`src/rtl/aes_pkg.sv`:
```
// Shared AES definitions: block/key widths and the bridge state encoding.
// Latency: n/a (types and constants only).
// Backpressure: n/a.
`timescale 1ns/1ps
package aes_pkg;

    localparam int AES_BLOCK_W = 128;
    localparam int AES_KEY_W   = 128;

    // Bridge sequencing states; the encoding is shared with aes_cipher.
    typedef enum logic [1:0] {
        FILL  = 2'd0,
        START = 2'd1,
        WAIT  = 2'd2,
        DRAIN = 2'd3
    } aes_state_e;

    // Number of stream words that make up one 128-bit block.
    function automatic int words_per_block(input int word_w);
        return AES_BLOCK_W / word_w;
    endfunction

endpackage

```
`src/rtl/aes_word_serializer.sv`:
```
// Captures a 128-bit ciphertext block and emits it as WORD_W words, MSB word first.
// Latency: load_i in cycle N gives out_valid with word 0 in cycle N+1.
// Backpressure: out_word/out_valid/out_last hold while out_ready is low.
`timescale 1ns/1ps
module aes_word_serializer
    import aes_pkg::*;
#(
    parameter int WORD_W = 32
)
(
    input  logic                   clk,
    input  logic                   rstn,
    input  logic                   load_i,
    input  logic [AES_BLOCK_W-1:0] data_i,
    output logic [WORD_W-1:0]      out_word,
    output logic                   out_valid,
    input  logic                   out_ready,
    output logic                   out_last,
    output logic                   drained_o
);

    localparam int NWORDS = words_per_block(WORD_W);
    localparam int CW     = $clog2(NWORDS);
    localparam logic [CW-1:0] K_LAST = CW'(NWORDS - 1);
    localparam logic [CW-1:0] K_PEN  = CW'(NWORDS - 2);

    logic [AES_BLOCK_W-1:0] buf_q, buf_d;
    logic [CW-1:0]          k_q, k_d;
    logic                   vld_q, vld_d;
    logic                   last_q, last_d;
    logic                   hs;

    assign hs        = vld_q & out_ready;
    assign drained_o = hs & (k_q == K_LAST);

    // The buffer shifts left one word per handshake so the current word is always on top.
    always_comb begin
        buf_d  = buf_q;
        k_d    = k_q;
        vld_d  = vld_q;
        last_d = last_q;
        if (load_i) begin
            buf_d  = data_i;
            k_d    = '0;
            vld_d  = 1'b1;
            last_d = 1'b0;
        end else if (hs) begin
            buf_d = {buf_q[AES_BLOCK_W-WORD_W-1:0], {WORD_W{1'b0}}};
            if (k_q == K_LAST) begin
                k_d    = '0;
                vld_d  = 1'b0;
                last_d = 1'b0;
            end else begin
                k_d    = k_q + 1'b1;
                last_d = (k_q == K_PEN);
            end
        end
    end

    // Register the buffer, word index and output qualifiers.
    always_ff @(posedge clk or negedge rstn) begin
        if (!rstn) begin
            buf_q  <= '0;
            k_q    <= '0;
            vld_q  <= 1'b0;
            last_q <= 1'b0;
        end else begin
            buf_q  <= buf_d;
            k_q    <= k_d;
            vld_q  <= vld_d;
            last_q <= last_d;
        end
    end

    assign out_word  = buf_q[AES_BLOCK_W-1 -: WORD_W];
    assign out_valid = vld_q;
    assign out_last  = last_q;

endmodule

```
`src/rtl/aes_stream_bridge.sv`:
```
// Word-serial front/back end for aes_cipher: packs plaintext, starts the core, streams ciphertext.
// Latency: last input handshake in cycle N gives aes_start in N+1; aes_done gives out_valid next cycle.
// Backpressure: in_ready only in FILL (no fill/drain overlap); output stalls on out_ready low.
`timescale 1ns/1ps
module aes_stream_bridge
    import aes_pkg::*;
#(
    parameter int WORD_W = 32
)
(
    input  logic                   clk,
    input  logic                   rstn,
    input  logic [WORD_W-1:0]      in_word,
    input  logic                   in_valid,
    output logic                   in_ready,
    input  logic [AES_KEY_W-1:0]   key_in,
    input  logic                   key_load,
    output logic                   busy,
    output logic [AES_BLOCK_W-1:0] aes_plain_text,
    output logic [AES_KEY_W-1:0]   aes_key,
    output logic                   aes_start,
    input  logic [AES_BLOCK_W-1:0] aes_cipher_text,
    input  logic                   aes_done,
    output logic [WORD_W-1:0]      out_word,
    output logic                   out_valid,
    input  logic                   out_ready,
    output logic                   out_last
);

    localparam int NWORDS = words_per_block(WORD_W);
    localparam int CW     = $clog2(NWORDS);
    localparam logic [CW-1:0] CNT_LAST = CW'(NWORDS - 1);

    aes_state_e             state_q;
    logic [CW-1:0]          cnt_q;
    logic [AES_BLOCK_W-1:0] pt_q;
    logic [AES_KEY_W-1:0]   key_q;
    logic                   start_q;
    logic                   busy_q;
    logic                   capture;
    logic                   drained;

    assign in_ready = (state_q == FILL);

    // aes_done only matters while a block is in flight.
    assign capture = (state_q == WAIT) & aes_done;

    // Block sequencer: packs words, pulses start, waits for done, waits for the drain.
    always_ff @(posedge clk or negedge rstn) begin
        if (!rstn) begin
            state_q <= FILL;
            cnt_q   <= '0;
            pt_q    <= '0;
            key_q   <= '0;
            start_q <= 1'b0;
            busy_q  <= 1'b0;
        end else begin
            case (state_q)
                FILL: begin
                    // Key may only change between blocks, before any word is taken.
                    if (key_load && (cnt_q == '0)) begin
                        key_q <= key_in;
                    end
                    if (in_valid) begin
                        pt_q   <= {pt_q[AES_BLOCK_W-WORD_W-1:0], in_word};
                        busy_q <= 1'b1;
                        if (cnt_q == CNT_LAST) begin
                            cnt_q   <= '0;
                            start_q <= 1'b1;
                            state_q <= START;
                        end else begin
                            cnt_q <= cnt_q + 1'b1;
                        end
                    end
                end
                START: begin
                    start_q <= 1'b0;
                    state_q <= WAIT;
                end
                WAIT: begin
                    if (aes_done) begin
                        state_q <= DRAIN;
                    end
                end
                DRAIN: begin
                    if (drained) begin
                        busy_q  <= 1'b0;
                        state_q <= FILL;
                    end
                end
                default: begin
                    state_q <= FILL;
                end
            endcase
        end
    end

    assign aes_plain_text = pt_q;
    assign aes_key        = key_q;
    assign aes_start      = start_q;
    assign busy           = busy_q;

    aes_word_serializer #(
        .WORD_W (WORD_W)
    ) u_ser (
        .clk       (clk),
        .rstn      (rstn),
        .load_i    (capture),
        .data_i    (aes_cipher_text),
        .out_word  (out_word),
        .out_valid (out_valid),
        .out_ready (out_ready),
        .out_last  (out_last),
        .drained_o (drained)
    );

endmodule

```
`config.mk`:
```
export PLATFORM = sky130hd
export DESIGN_NAME = aes_stream_bridge
export DESIGN_NICKNAME = d
export VERILOG_FILES = /design/src/rtl/aes_pkg.sv /design/src/rtl/aes_word_serializer.sv /design/src/rtl/aes_stream_bridge.sv
export SDC_FILE = /design/constraint.sdc
export NUM_CORES = 1
export LEC_CHECK = 0
export CORE_AREA = 2 2 226 228
export CTS_CLUSTER_SIZE = 40
export DETAILED_ROUTE_END_ITERATION = 8
export DIE_AREA = 0 0 228 230
export HOLD_SLACK_MARGIN = 0.1
export SETUP_SLACK_MARGIN = 0.5
export SLEW_MARGIN = 20
export SYNTH_ARGS = -nofsm -noshare
export SYNTH_HDL_FRONTEND = slang
export SYNTH_SLANG_ARGS = --single-unit
```
`constraint.sdc`:
```
create_clock -name clk -period 3.4 [get_ports clk]
set_input_delay 0.51 -clock clk [delete_from_list [all_inputs] [get_ports clk]]
set_output_delay 0.51 -clock clk [all_outputs]
set_load 0.1 [all_outputs]
```
Word level (Yosys, flattened, before mapping)
Index checks and enable logic that the tools add are counted.

Memories: 0. Memory bits (writable): 0. Input port bits: 294. Latch bits: 0. Output and inout port bits: 293. Memory bits (read-only): 0. Flip-flop bits (word level): 394. Word-level logic and storage cells: 61.

Reductions and logical operators: 13. $add $sub $neg: 2. Eq/ne operators: 10. Bitwise gates (word level): 3. Div/mod/pow operators: 0. Magnitude comparators: 0. Shift operators: 0. $mul: 0. Muxes and demuxes: 23.

Operator list (number): two-way mux 128 bit (2); two-way mux 2 bit (8); equality test 2 bit (second input constant) (5); two-way mux 1 bit (10); one-hot mux 2 bit (4 select lines) (1); nonzero test 2 bit (4); inequality test 2 bit (second input constant) (3); AND reduction 2 bit (3); AND reduction 3 bit (2); adder 2 x 1 -> 2 bit (second input constant) (2); logical NOT 2 bit (2); one-hot mux 1 bit (2 select lines) (2); AND reduction 4 bit (1); bitwise AND 1 bit (3); equality test 2 x 1 -> 1 bit (second input constant) (1); inequality test 2 x 1 -> 1 bit (second input constant) (1); logical AND 1 bit (1).

Longest topological paths before layout
Depth in word-level cells: 4. Gate-level depth with buffers: 8. Gate-level depth less buffers: 5.

Modules after synthesis
Synthesis repeated with hierarchy kept, for this count alone.

Cell total of the unflattened synthesis: 1316. Area total of the unflattened synthesis: 17148.9 um^2.

By module, submodules not included: aes_stream_bridge (area an instance 9919.5 um^2, cells an instance 579, sequential area each 6556.3 um^2, instances 1); aes_word_serializer (area an instance 7229.4 um^2, cells an instance 737, sequential area each 3303.2 um^2, instances 1).

Worst setup path after synthesis
OpenSTA, ideal clock, no wires.

Path kind: register to register. From: register state_q[0]. To: register key_q[107], in the netlist aes_key[107]. Arrival time: 2162 ps. Period minus slack after synthesis: 2288 ps. Path slack: 1112 ps. Required time: 3274 ps. Setup time: 126 ps. Stages on the path, launching flop included: 7. Buffers on the path: 2. Cell sequence: dfrtp_1 > inv_1 > ha_1 > nand3_1 > buf_2 > buf_2 > mux2_2.

Longest elaborated chain between the ends: 2.

Ends and longest elaborated chain: start, declared (RTL line aes_stream_bridge.sv:34) `aes_state_e state_q;`; start signal, assigned (RTL line aes_stream_bridge.sv:51) `state_q <= FILL;`; start signal, assigned (RTL line aes_stream_bridge.sv:70) `state_q <= START;`; start signal, assigned (RTL line aes_stream_bridge.sv:78) `state_q <= WAIT;`; logical NOT 2 bit; net in_ready (RTL line aes_stream_bridge.sv:15) `output logic in_ready,`; AND reduction 2 bit (no line); end signal, assigned (RTL line aes_stream_bridge.sv:62) `key_q <= key_in;`; end, declared (RTL line aes_stream_bridge.sv:37) `logic [AES_KEY_W-1:0] key_q;`.

The timed path passes the listed nets, and every way through them passes these cells. A chain may end at the register's enable or synchronous reset.

Worst setup path after layout
From: register pt_q[28], in the netlist aes_plain_text[28]. To: output aes_plain_text[28].

RTL lines: start, declared (RTL line aes_stream_bridge.sv:36) `logic [AES_BLOCK_W-1:0] pt_q;`; start signal, assigned (RTL line aes_stream_bridge.sv:65) `pt_q <= {pt_q[AES_BLOCK_W-WORD_W-1:0], in_word};`; end, declared (RTL line aes_stream_bridge.sv:19) `output logic [AES_BLOCK_W-1:0] aes_plain_text,`.

No word-level cell between the ends.

==> results.yml <==
outcome:
  status: "finished, final reports clean"
setup_path:
  cp_cell_sequence: "clkdlybuf4s50_1"
  path_depth: 1
  critPathCaptureType: "output port"
  cp.arrival_ns: 2.19
  cp.required_ns: 2.89
  crit_slowest_cell: "clkdlybuf4s50_1"
  crit_type: "flop to output port"
  crit_path_max_fanout: 3
  path_buf_inv: 1
  max_stage_delay_ns: 1.18
  r2r_cells: 5
  r2r_start: "state_q[0]$_DFFE_PN0P_"
  crit_path_start: "aes_plain_text[28]$_DFFE_PN0P_"
  cp-start-kind: "flop"
  crit_family: "buffers and inverters"
synthesis:
  syn-mean-instance-area_um2: 14.1
  synth_xor_area_share_pct: 0
  synth-edff-count: 0
  synth_top_family_by_area: "multiplexers"
  syn-cell-area_mm2: 0.0158
  synth_cells: 1117
  synth-compound-area-share_pct: 5.36
  post_synth_fa_ha_maj_area_fraction_pct: 0.714
  muxShareOfSynthArea_pct: 24.7
  seq_area_frac_synth_pct: 62.5
  yosysWarnings: 0
  synth_cell_type_count: 25
  ys.flop_type: "dfrtp_1"
  synth-async-reset-ratio_pct: 100
  synth_simple_gate_area_share_pct: 2.86
  synth.net_count: 1420
  ys_ff_latch: 394
min_path:
  hp-start: "u_ser.buf_q[19]$_DFFE_PN0P_"
  hold_depth: 1
  hold_path.class: "flop to flop"
sta:
  worst_clock_skew_ns: 0.0196
  finalCritPeriodShare_pct: 79.4
  fmax_mhz: 371
  holdWs_ns: 0.499
  setup-violations-final: 0
  fin_crit_ns: 2.70
  grt_setup_unrepaired: "no"
  report.final.slew_viol_count: 0
  slew_headroom_pct: 28.9
  fin_tns_setup_ns: 0
  hold_viol: 0
  tightest_slew_ns: 1.06
drt:
  drt_pass1_iterations: 4
  finalWirelength_um: 47300
  ant_nets: 0
  route.detailed.drc: 0
  vias_per_cell: 4.54
  wl_per_cell_um: 19.9
  drtIter0Drc: 503
  vias: 10800
floorplanning:
  core_mm2: 0.0499
  die_w_um: 228
  dieArea_mm2: 0.0524
  std_cell_rows: 82
  initial_core_util_pct: 31.6
  ioPinCount: 587
  die_h_um: 230
layout:
  layout-drive-gt1-share_pct: 24.4
  fin_util_pct: 47.3
  fin_nets: 1977
  seq_area_mm2: 0.00986
  multi_input_area_mm2: 0.00534
  fin_cells: 2382
  area_growth_syn_to_layout_pct: 49.7
  fillers: 4538
clocking:
  clkSlewWorstSetupHoldPaths_ns: 0.06
  cts_resized: 0
  clk_latency_ns: 0.57
  clk_path_buf_depth: 3
  cts-root-buf: "clkbuf_16"
  cts_buffers: 46
  cts_htree_levels: 2
  cts_sinks: 394
  cts_tree: "built"
placed_design:
  portBuffers: 586
  hpwl_um: 34400
  dp_cells: 2297
  place_congestion: 0.818
global_routing:
  antenna_found_initial: 3
  grt_pass1_wl_um: 71300
  grt_max_degree: 129
  grt_pass1_vias: 11600
  overflow: 0
  grt_usage_pct: 17.6
job:
  max_cap_violations: 0
## registers in the layout (all words and copies together) (netlist names)
| register | cells |
|---|---|
| u_ser.out_last | 1 |
| aes_plain_text | 128 |
| u_ser.out_valid | 1 |
| u_ser.k_q | 2 |
| aes_start | 1 |
| aes_key | 128 |
| cnt_q | 2 |
| busy | 1 |
| u_ser.buf_q | 128 |
| state_q | 2 |
## kinds of logic (layout without fill, tap and decap cells)
family | Yosys count | count (layout)
DFF | 394 | 394
other | 0 | 2
buffers and inverters | 106 | 697
AOI/OAI and AO/OA | 137 | 137
muxes | 357 | 357
adders and majority gates | 9 | 9
and+or+nand+nor | 114 | 114
## synthesized netlist by cell type (2+ instances only)
cell type / instances / share of area (%)
o21ai_0: 96 / 3.0
mux2_2: 257 / 18
dfrtp_1: 394 / 63
a21oi_1: 3 / 0.095
nor2b_1: 3 / 0.12
a22o_1: 33 / 1.8
a21o_1: 2 / 0.095
nand2_1: 102 / 2.4
nand3_1: 3 / 0.095
clkbuf_1: 13 / 0.31
buf_2: 47 / 1.5
ha_1: 9 / 0.71
buf_4: 39 / 1.9
inv_1: 7 / 0.17
mux2i_1: 99 / 6.3
## layout make-up
type | instances | share of cell area [%]
timing repair buffer | 608 | 25.5
multi-input combinational | 617 | 22.6
antenna | 2 | 0.0212
tap | 672 | 3.56
clock inverter | 20 | 0.784
inverter | 7 | 0.111
sequential | 394 | 41.8
clock buffer | 62 | 5.60
## stage by stage
step | setup WS, ns | cell area (um^2)
6_report | 0.701 | 23600
4_1_cts | 0.661 | 23600
2_1_floorplan | 1.11 | 15800
3_3_place_gp | 0.976 | 22100
3_5_place_dp | 0.929 | 22100
5_1_grt | 0.654 | 23600
## path summary, 6_finish.rpt
check | end | slack [ns]
worst max-delay path | aes_plain_text[28] | 0.70
worst min-delay path | u_ser.buf_q[19]$_DFFE_PN0P_ | 0.50
worst max register to register | aes_plain_text[5]$_DFFE_PN0P_ | 1.26
worst min register to register | u_ser.buf_q[19]$_DFFE_PN0P_ | 0.50
max in group asynchronous | u_ser.buf_q[93]$_DFFE_PN0P_ | 1.86
min in group asynchronous | u_ser.buf_q[12]$_DFFE_PN0P_ | 0.61
## per-layer routing
| metal | up-vias | track usage [%] | share of wire (%) |
|---|---|---|---|
| met2 | 348 | 29.1 | 49 |
| li1 | 4994 | - | - |
| met4 | 2 | 6.64 | 3.3 |
| met1 | 5390 | 21.2 | 40 |
| met3 | 81 | 6.27 | 8.3 |
| met5 | - | 0 | 0.023 |
## what timing repair did
item | CTS | global route
hold buffers | 1 | 0
endpoints found under the hold margin | 84 | 0
setup buffers | 0 | 0
## placed cells by master (no fill, tap or decap), types with 3 or more instances in the layout
| cell type | Yosys | final |
|---|---|---|
| buf_4 | 39 | 65 |
| a21oi_1 | 3 | 3 |
| mux2_2 | 257 | 257 |
| ha_1 | 9 | 9 |
| nor2b_1 | 3 | 3 |
| clkbuf_1 | 13 | 6 |
| buf_12 | 0 | 10 |
| clkdlybuf4s50_1 | 0 | 531 |
| clkinv_2 | 0 | 14 |
| inv_1 | 7 | 7 |
| clkbuf_8 | 0 | 9 |
| o21ai_0 | 96 | 96 |
| nand2_1 | 102 | 100 |
| dfrtp_1 | 394 | 394 |
| a22o_1 | 33 | 33 |
| bufinv_16 | 0 | 3 |
| mux2i_1 | 99 | 99 |
| clkbuf_16 | 0 | 47 |
Power is left out: the tool's default activity adds up to more than one toggle a clock period on the data nets, which glitch-free logic cannot reach.
